[config.mk]
export PLATFORM = sky130hd
export DESIGN_NAME = interpolator_1
export DESIGN_NICKNAME = d
export VERILOG_FILES = /design/src/rtl/interpolator_pkg.sv /design/src/rtl/interpolator_phase_mac.sv /design/src/rtl/interpolator_1.sv
export SDC_FILE = /design/constraint.sdc
export NUM_CORES = 1
export LEC_CHECK = 0
export ABC_CLOCK_PERIOD_IN_PS = 4800
export CORE_MARGIN = 3
export CORE_UTILIZATION = 58
export DETAILED_ROUTE_END_ITERATION = 10
export PLACE_DENSITY = 0.8
export SYNTH_ARGS = -nofsm -noshare
export SYNTH_HDL_FRONTEND = slang
export SYNTH_SLANG_ARGS = --single-unit
[constraint.sdc]
create_clock -name clock -period 4.8 [get_ports clock]
set_clock_uncertainty 0.05 [all_clocks]
set_input_delay 1.44 -clock clock [delete_from_list [all_inputs] [get_ports clock]]
set_output_delay 1.44 -clock clock [all_outputs]
set_load 0.005 [all_outputs]
[src/rtl/interpolator_pkg.sv]
// interpolator_pkg: shared types and constants for the linear-interpolating upsampler.
//   state_e              - control state (empty / idle / run)
//   WordLengthDefault    - default sample width
//   Log2FactorDefault    - default interpolation exponent
//   L                    - default interpolation factor, 1 << Log2FactorDefault
//   diff_width()         - width of cur - prev for a given sample width
//   prod_width()         - width of k * d for a given sample width and exponent
package interpolator_pkg;

    typedef enum logic [1:0] {
        StEmpty = 2'd0,  // no sample seen yet since reset
        StIdle  = 2'd1,  // prev valid, waiting for the next sample
        StRun   = 2'd2   // emitting the L interpolated outputs of a segment
    } state_e;

    localparam int unsigned WordLengthDefault = 8;
    localparam int unsigned Log2FactorDefault = 2;
    localparam int unsigned L                 = 1 << Log2FactorDefault;

    // cur - prev needs one extra bit to hold the full signed range.
    function automatic int unsigned diff_width(input int unsigned word_length);
        return word_length + 1;
    endfunction

    // k < 2^log2_factor, so the product grows by log2_factor bits.
    function automatic int unsigned prod_width(input int unsigned word_length,
                                               input int unsigned log2_factor);
        return word_length + 1 + log2_factor;
    endfunction

    localparam int unsigned DiffWidthDefault = WordLengthDefault + 1;
    localparam int unsigned ProdWidthDefault = WordLengthDefault + 1 + Log2FactorDefault;

endpackage

[src/rtl/interpolator_phase_mac.sv]
// interpolator_phase_mac: combinational interpolation point
//   y = prev + ((k * (cur - prev)) >>> log2_factor)
// Ports:
//   prev  in  word_length  segment start sample (signed)
//   cur   in  word_length  segment end sample (signed)
//   k     in  log2_factor  phase within the segment (unsigned)
//   y     out word_length  interpolated sample (signed)
module interpolator_phase_mac
    import interpolator_pkg::*;
#(
    parameter int unsigned word_length = 8,
    parameter int unsigned log2_factor = 2
) (
    input  logic signed [word_length-1:0] prev,
    input  logic signed [word_length-1:0] cur,
    input  logic        [log2_factor-1:0] k,
    output logic signed [word_length-1:0] y
);

    localparam int unsigned DW = diff_width(word_length);
    localparam int unsigned PW = prod_width(word_length, log2_factor);

    logic signed [DW-1:0] d;
    logic signed [PW-1:0] k_x;
    logic signed [PW-1:0] p;
    logic signed [PW-1:0] sum;

    always_comb begin
        d   = DW'(cur) - DW'(prev);
        // Zero-extend the phase so the multiply stays signed.
        k_x = {{(PW - log2_factor){1'b0}}, k};
        p   = PW'(d) * k_x;
        // Arithmetic shift rounds toward minus infinity. The sum lies between
        // prev and cur, so truncating back to word_length is exact.
        sum = PW'(prev) + (p >>> log2_factor);
        y   = word_length'(sum);
    end

endmodule

[src/rtl/interpolator_1.sv]
// interpolator_1: linear-interpolating upsampler. Each accepted sample yields
// 2^log2_factor outputs spaced linearly from the previous sample toward it.
// Ports:
//   clock      in   positive-edge clock
//   reset      in   asynchronous active-high reset
//   data_in    in   signed input sample
//   in_valid   in   data_in valid
//   in_ready   out  combinational; block accepts data_in this cycle
//   hold       in   freezes all state and suppresses output
//   data_out   out  registered interpolated sample
//   out_valid  out  one-cycle strobe per new data_out value
module interpolator_1
    import interpolator_pkg::*;
#(
    parameter int unsigned word_length = 8,
    parameter int unsigned log2_factor = 2
) (
    input  logic                          clock,
    input  logic                          reset,
    input  logic signed [word_length-1:0] data_in,
    input  logic                          in_valid,
    output logic                          in_ready,
    input  logic                          hold,
    output logic signed [word_length-1:0] data_out,
    output logic                          out_valid
);

    localparam logic [log2_factor-1:0] KLast = '1;

    state_e                        state_q, state_d;
    logic signed [word_length-1:0] prev_q, prev_d;
    logic signed [word_length-1:0] cur_q, cur_d;
    logic        [log2_factor-1:0] k_q, k_d;
    logic signed [word_length-1:0] data_out_q, data_out_d;
    logic                          out_valid_q, out_valid_d;

    logic signed [word_length-1:0] y;
    logic                          accept;

    interpolator_phase_mac #(
        .word_length (word_length),
        .log2_factor (log2_factor)
    ) u_phase_mac (
        .prev (prev_q),
        .cur  (cur_q),
        .k    (k_q),
        .y    (y)
    );

    // Ready opens in the last phase of a segment so streams run without bubbles.
    assign in_ready = !hold && ((state_q != StRun) || (k_q == KLast));
    assign accept   = in_valid && in_ready;

    always_comb begin
        state_d     = state_q;
        prev_d      = prev_q;
        cur_d       = cur_q;
        k_d         = k_q;
        data_out_d  = data_out_q;
        out_valid_d = 1'b0;

        if (!hold) begin
            unique case (state_q)
                StEmpty: begin
                    // First sample only primes the start point.
                    if (accept) begin
                        prev_d  = data_in;
                        state_d = StIdle;
                    end
                end
                StIdle: begin
                    if (accept) begin
                        cur_d   = data_in;
                        k_d     = '0;
                        state_d = StRun;
                    end
                end
                StRun: begin
                    data_out_d  = y;
                    out_valid_d = 1'b1;
                    k_d         = k_q + 1'b1;
                    if (k_q == KLast) begin
                        prev_d = cur_q;
                        if (accept) begin
                            cur_d = data_in;
                            k_d   = '0;
                        end else begin
                            state_d = StIdle;
                        end
                    end
                end
                default: state_d = StEmpty;
            endcase
        end
    end

    always_ff @(posedge clock or posedge reset) begin
        if (reset) begin
            state_q     <= StEmpty;
            prev_q      <= '0;
            cur_q       <= '0;
            k_q         <= '0;
            data_out_q  <= '0;
            out_valid_q <= 1'b0;
        end else begin
            state_q     <= state_d;
            prev_q      <= prev_d;
            cur_q       <= cur_d;
            k_q         <= k_d;
            data_out_q  <= data_out_d;
            out_valid_q <= out_valid_d;
        end
    end

    assign data_out  = data_out_q;
    assign out_valid = out_valid_q;

endmodule

Word level (Yosys, flattened, before mapping)
Index checks and enable logic that the tools add are counted.
- add/subtract/negate cells: 3
- multiply operators: 1
- equal/unequal tests: 8
- mux-type cells: 17
- bitwise operators: 1
- reductions and logical operators: 12
- operators with widths (operator ; count):
    2-to-1 mux 8 bit ; 4
    case mux 8 bit (2 select lines) ; 2
    2-to-1 mux 2 bit ; 7
    multiplier 9 x 3 -> 10 bit ; 1
    != test 2 bit, second input constant ; 5
    subtractor 8 x 8 -> 9 bit ; 1
    adder 8 bit ; 1
    case mux 2 bit (3 select lines) ; 1
    AND reduction 3 bit ; 2
    AND reduction 5 bit ; 1
    equality test 2 bit, second input constant ; 2
    case mux 2 bit (2 select lines) ; 1
    AND reduction 4 bit ; 1
    nonzero test 2 bit ; 2
    adder 2 x 1 -> 2 bit, second input constant ; 1
    equality test 2 x 1 -> 1 bit, second input constant ; 1
    logical AND 1 bit ; 2
    logical NOT 2 bit ; 1
    2-to-1 mux 1 bit ; 2
    AND reduction 2 bit ; 1
    logical NOT 1 bit ; 1
    logical OR 1 bit ; 1
    NOT 1 bit ; 1
- register bits: 29
- bits of input ports: 12
- output and inout bits: 10
- word-level logic and storage cells: 48

Depth between registers and ports, before layout
- word-level depth: 7
- depth in mapped cells: 25
- mapped depth without buffers: 25

By module
A second synthesis with hierarchy kept.
- cells, all modules: 237
- area, all modules: 2508.7 um^2
- modules (own cells, without submodules) (module ; instances ; cells each ; area an instance (um^2) ; sequential area each (um^2)):
    interpolator_1 ; 1 ; 94 ; 1383.8 ; 725.7
    interpolator_phase_mac ; 1 ; 143 ; 1124.8 ; 0.0

Worst setup path after synthesis
No wires, ideal clock.
- kind: register to register
- from: register prev_q[0]
- to: register data_out_q[7], in the netlist data_out[7]
- setup time: 0.123 ns
- data arrival time: 4.112 ns
- required time: 4.627 ns
- setup slack: 0.515 ns
- cell stages (with the launch flop): 21
- buffers on the path: 0
- period minus slack after synthesis: 4.285 ns
- path through: dfrtp_1 -> ha_1 -> fa_1 -> nand2b_1 -> a21boi_0 -> nor2_1 -> xnor2_1 -> and2_1 -> ha_1 -> ha_1 -> nor2b_1 -> nor2_1 -> xnor2_1 -> ha_1 -> a21o_1 -> a2111oi_2 -> a21oi_1 -> xnor2_2 -> xnor2_1 -> xnor2_1 -> o21ai_1
- longest elaborated chain between the ends: 3
- ends and longest elaborated chain (element ; RTL line ; RTL):
    start, declared ; interpolator_1.sv:31 ; logic signed [word_length-1:0] prev_q, prev_d;
    start signal, assigned ; interpolator_1.sv:107 ; prev_q <= prev_d;
    subtractor 8 x 8 -> 9 bit ; interpolator_phase_mac.sv:29 ; d = DW'(cur) - DW'(prev);
    multiplier 9 x 3 -> 10 bit ; interpolator_phase_mac.sv:32 ; p = PW'(d) * k_x;
    adder 8 bit (*) ; interpolator_phase_mac.sv:35 ; sum = PW'(prev) + (p >>> log2_factor);
    end signal, assigned ; interpolator_1.sv:110 ; data_out_q <= data_out_d;
    end, declared ; interpolator_1.sv:34 ; logic signed [word_length-1:0] data_out_q, data_out_d;
Every way passes the cells marked *; elsewhere a longest branch is shown, timed or not.
A chain may end at the register's enable or synchronous reset.

Worst setup path after layout
Same ends and word-level chain as after synthesis.

==> PnR_summary.wiki <==
{| class="wikitable"
! Metric !! Value
|-
| Setup repair after global routing missed its margin || no
|-
| Remaining number of nets flagged by the antenna check after routing || 0
|-
| Total detailed-routing wirelength || 4.59 mm
|-
| Starting Density || 62.2%
|-
| Number of clock sinks || 29
|-
| Total count of max-transition violations in the final report || 0
|-
| Most common flop cell mapped by yosys || sky130_fd_sc_hd__dfrtp_1
|-
| Number of instances in the placed design || 323
|-
| Total Die Area || 0.00487 sq mm
|-
| Critical path's slowest cell || sky130_fd_sc_hd__dfrtp_1
|-
| DP HPWL || 3.50 mm
|-
| Summed negative setup slack over all endpoints || 0 ps
|-
| Nature of the critical path endpoint || flop
|-
| Deepest level of the CTS H-tree || 2
|-
| Required @ worst endpoint || 4900 ps
|-
| Post-synthesis cell area || 0.00236 sq mm
|-
| Buffering stage count on the worst path with inverters included || 0
|-
| Number of standard-cell rows in the floorplan || 22
|-
| Crit path arrival time || 4620 ps
|-
| Count of unique library cells instantiated by Yosys || 34
|-
| Largest net degree at the start of global routing || 30
|-
| Global Route Usage Sum || 19.7%
|-
| Critical path start-end classification || reg2reg
|-
| Power Dens Cells || 699 mW/mm^2
|-
| Maximum capacitance violations || 0
|-
| Number of antenna violations at the first check in global routing || 0
|-
| Sequential area share after synthesis || 30.7%
|-
| Worst Path Max Fanout || 4
|-
| Worst-Skew Late Latency || 290 ps
|-
| Clock transition at the registers of the reported paths || 70 ps
|-
| Crit share post-route || 94.1%
|-
| Worst IR Drop VDD || 0.402 mV
|-
| DR WL/cell || 13.9 microns
|-
| Number of instances in the synthesized netlist || 259
|-
| Final setup viols || 0
|-
| Synth top area cells || sky130_fd_sc_hd__dfrtp_1 31%, sky130_fd_sc_hd__ha_1 17%, sky130_fd_sc_hd__xnor2_1 6.3%, sky130_fd_sc_hd__mux2_2 4.8%, sky130_fd_sc_hd__a21oi_1 4.5%
|-
| Overall die height || 69.8 microns
|-
| Horiz. Die Dim || 69.8 microns
|-
| Longest individual stage delay on the worst path || 400 ps
|-
| Power consumption || 1.91 mW
|-
| Min Clock Period, post-route || 4520 ps
|-
| Status || finished, final reports clean
|-
| Number of buffers on the longest clock path || 2
|-
| Ports placed on the boundary || 22
|-
| CTS tree || built
|-
| Leftover overflow at the end of global routing || 0
|-
| First-pass iteration count of the detailed router || 4
|-
| Final Hold Viols || 0
|-
| Total setup buffers inserted after CTS || 0
|-
| Diode count || 0
|-
| Cell accounting for the most synthesized area || sky130_fd_sc_hd__dfrtp_1
|-
| Average footprint of a synthesized cell || 9.12 sq um
|-
| Top post-synthesis cells by count || 33 x sky130_fd_sc_hd__ha_1, 29 x sky130_fd_sc_hd__dfrtp_1, 26 x sky130_fd_sc_hd__nor2_1
|-
| Highest Clock Rate || 221 MHz
|-
| Relative area change from synthesis to final layout || 15.5%
|-
| First-pass GRT wire length || 7.63 mm
|-
| Family with the most delay on the worst path || adder cells
|-
| Cell at the root of the clock tree || sky130_fd_sc_hd__clkbuf_8
|-
| Seq cells post-synth || 29
|-
| Iter 0 DRT Violations || 60
|-
| Rel. slew slack || 27.7%
|-
| Synth Warn # || 0
|-
| Leakage Power || 1.31 nW
|-
| Post-DR vias/cell || 5.35
|-
| Sort of element at the start of the critical path || flop
|-
| Pin slew with the least headroom to its limit || 1080 ps
|-
| CTS-repair resized insts || 0
|-
| Finished Layout Cells || 331
|-
| Core footprint || 0.00380 sq mm
|-
| Most common cell in the netlist || sky130_fd_sc_hd__ha_1
|-
| Remaining routing DRC violations || 0
|-
| Number of enable flip-flop cells after synthesis || 0
|-
| Net count, final || 330
|-
| Final Hold Slack || 439 ps
|-
| Fraction of layout instances using a drive strength above 1 || 9.19%
|-
| Number of buffers added by the clock tree synthesis step || 5
|-
| Number of nets in the synthesized netlist || 307
|-
| Quantity of hold-fixing buffers added after cts || 0
|-
| Final weighted congestion in routability-driven placement || 0.839
|-
| Via count of the first global-routing pass || 1704
|-
| Min-Delay Path Class || reg2reg
|-
| Port-buffer cells || 21
|-
| Area share of the leading cell type in the synthesized netlist || 30.7%
|-
| Utilization after layout || 71.8%
|-
| Share of synthesized flip-flops with an asynchronous set or reset || 100%
|-
| Crit path cell chain || ha_1 -> fa_1 -> nand2b_1 -> a21boi_1 -> nor2_1 -> xnor2_1 -> and2_1 -> ha_1 -> ha_1 -> nor2b_2 -> nor2_1 -> xnor2_1 -> ha_1 -> a21o_1 -> a2111oi_4 -> a21oi_2 -> xnor2_2 -> xnor2_1 -> xnor2_1 -> o21ai_1
|-
| Filler cells || 321
|-
| Detailed-route via count || 1772
|}
[cell families (layout without fill, tap and decap cells)]
| logic type | count (synthesis) | after routing | share of synthesized area [%] |
|---|---|---|---|
| AND/OR/NAND/NOR | 72 | 72 | 14.5 |
| AO/OA/AOI/OAI | 53 | 53 | 13.6 |
| adder cells (fa/ha/maj) | 36 | 36 | 20.0 |
| buffers and inverters | 30 | 54 | 4.82 |
| flip-flops | 29 | 29 | 30.7 |
| XOR/XNOR | 20 | 20 | 7.74 |
| multiplexers | 19 | 19 | 8.59 |
[through the flow]
stage	setup WS (ps)	cell area [sq um]
after floorplan	515	2360
after detailed placement	85.5	2620
after CTS	58.6	2700
after global placement	86.9	2620
after global routing	1.54	2730
final	283	2730
[worst reg2reg max path: stages (launching register included)]
cell and delay (ps):
sky130_fd_sc_hd__dfrtp_1 400, sky130_fd_sc_hd__ha_1 240, sky130_fd_sc_hd__fa_1 400, sky130_fd_sc_hd__nand2b_1 160, sky130_fd_sc_hd__a21boi_1 200, sky130_fd_sc_hd__nor2_1 80, sky130_fd_sc_hd__xnor2_1 130, sky130_fd_sc_hd__and2_1 160
sky130_fd_sc_hd__ha_1 290, sky130_fd_sc_hd__ha_1 330, sky130_fd_sc_hd__nor2b_2 180, sky130_fd_sc_hd__nor2_1 110, sky130_fd_sc_hd__xnor2_1 130, sky130_fd_sc_hd__ha_1 290, sky130_fd_sc_hd__a21o_1 250, sky130_fd_sc_hd__a2111oi_4 370
sky130_fd_sc_hd__a21oi_2 120, sky130_fd_sc_hd__xnor2_2 140, sky130_fd_sc_hd__xnor2_1 170, sky130_fd_sc_hd__xnor2_1 130, sky130_fd_sc_hd__o21ai_1 70
[cell type report]
class,instances,area [sq um],share of cell area (%)
Sequential cell,29,727,26.7
Tap cell,48,60.1,2.20
Clock buffer,5,68.8,2.52
Timing Repair Buffer,22,218,7.98
Inverter,24,90.1,3.30
Multi-Input combinational cell,200,1550,56.7
Clock inverter,3,17.5,0.642
[flip-flops by register name (all words and copies together) (netlist names)]
register   flops
state_q        2
cur_q          8
out_valid      1
data_out       8
prev_q         8
k_q            2
[metal layers]
layer	vias to the layer above	wire [microns]	global-route usage, %
met2	22	2130	30.8
met4	0	85	8.72
met5	-	0	0
met1	814	2260	26.0
met3	9	122	4.35
li1	927	-	-
[cells in the final DEF (no fill, tap or decap), drive strengths merged, types with 2 or more instances in the layout]
master and n:
nor3 3, o21a 3, ha 33, o21ai 14, clkbuf 5, fa 3
nand2 16, inv 24, xnor2 18, a21oi 21, dfrtp 29, nand3 3
xor2 2, nor2 26, mux2i 9, a21boi 3, mux2 10, nor2b 7
and2 10, nand2b 3, o21bai 2, clkdlybuf4s50 21, a21o 6, clkinv 2
[final timing paths]
check | start | endpoint | slack [ps] | depth (start not counted)
max reg2reg | prev_q[0] | data_out[7] | 280 | 20
max | prev_q[0] | data_out[7] | 280 | 20
min | data_out[6] | data_out[6] | 440 | 2
min reg2reg | data_out[6] | data_out[6] | 440 | 2
max in group asynchronous | reset | prev_q[1] | 2290 | 2
min in group asynchronous | reset | data_out[1] | 1680 | 2
[power by group]
group          switching, mW  internal [mW]
combinational          0.621          0.615
clock                 0.0990         0.0997
sequential             0.109          0.362
No activity file was read; power rests on OpenSTA's default activity.
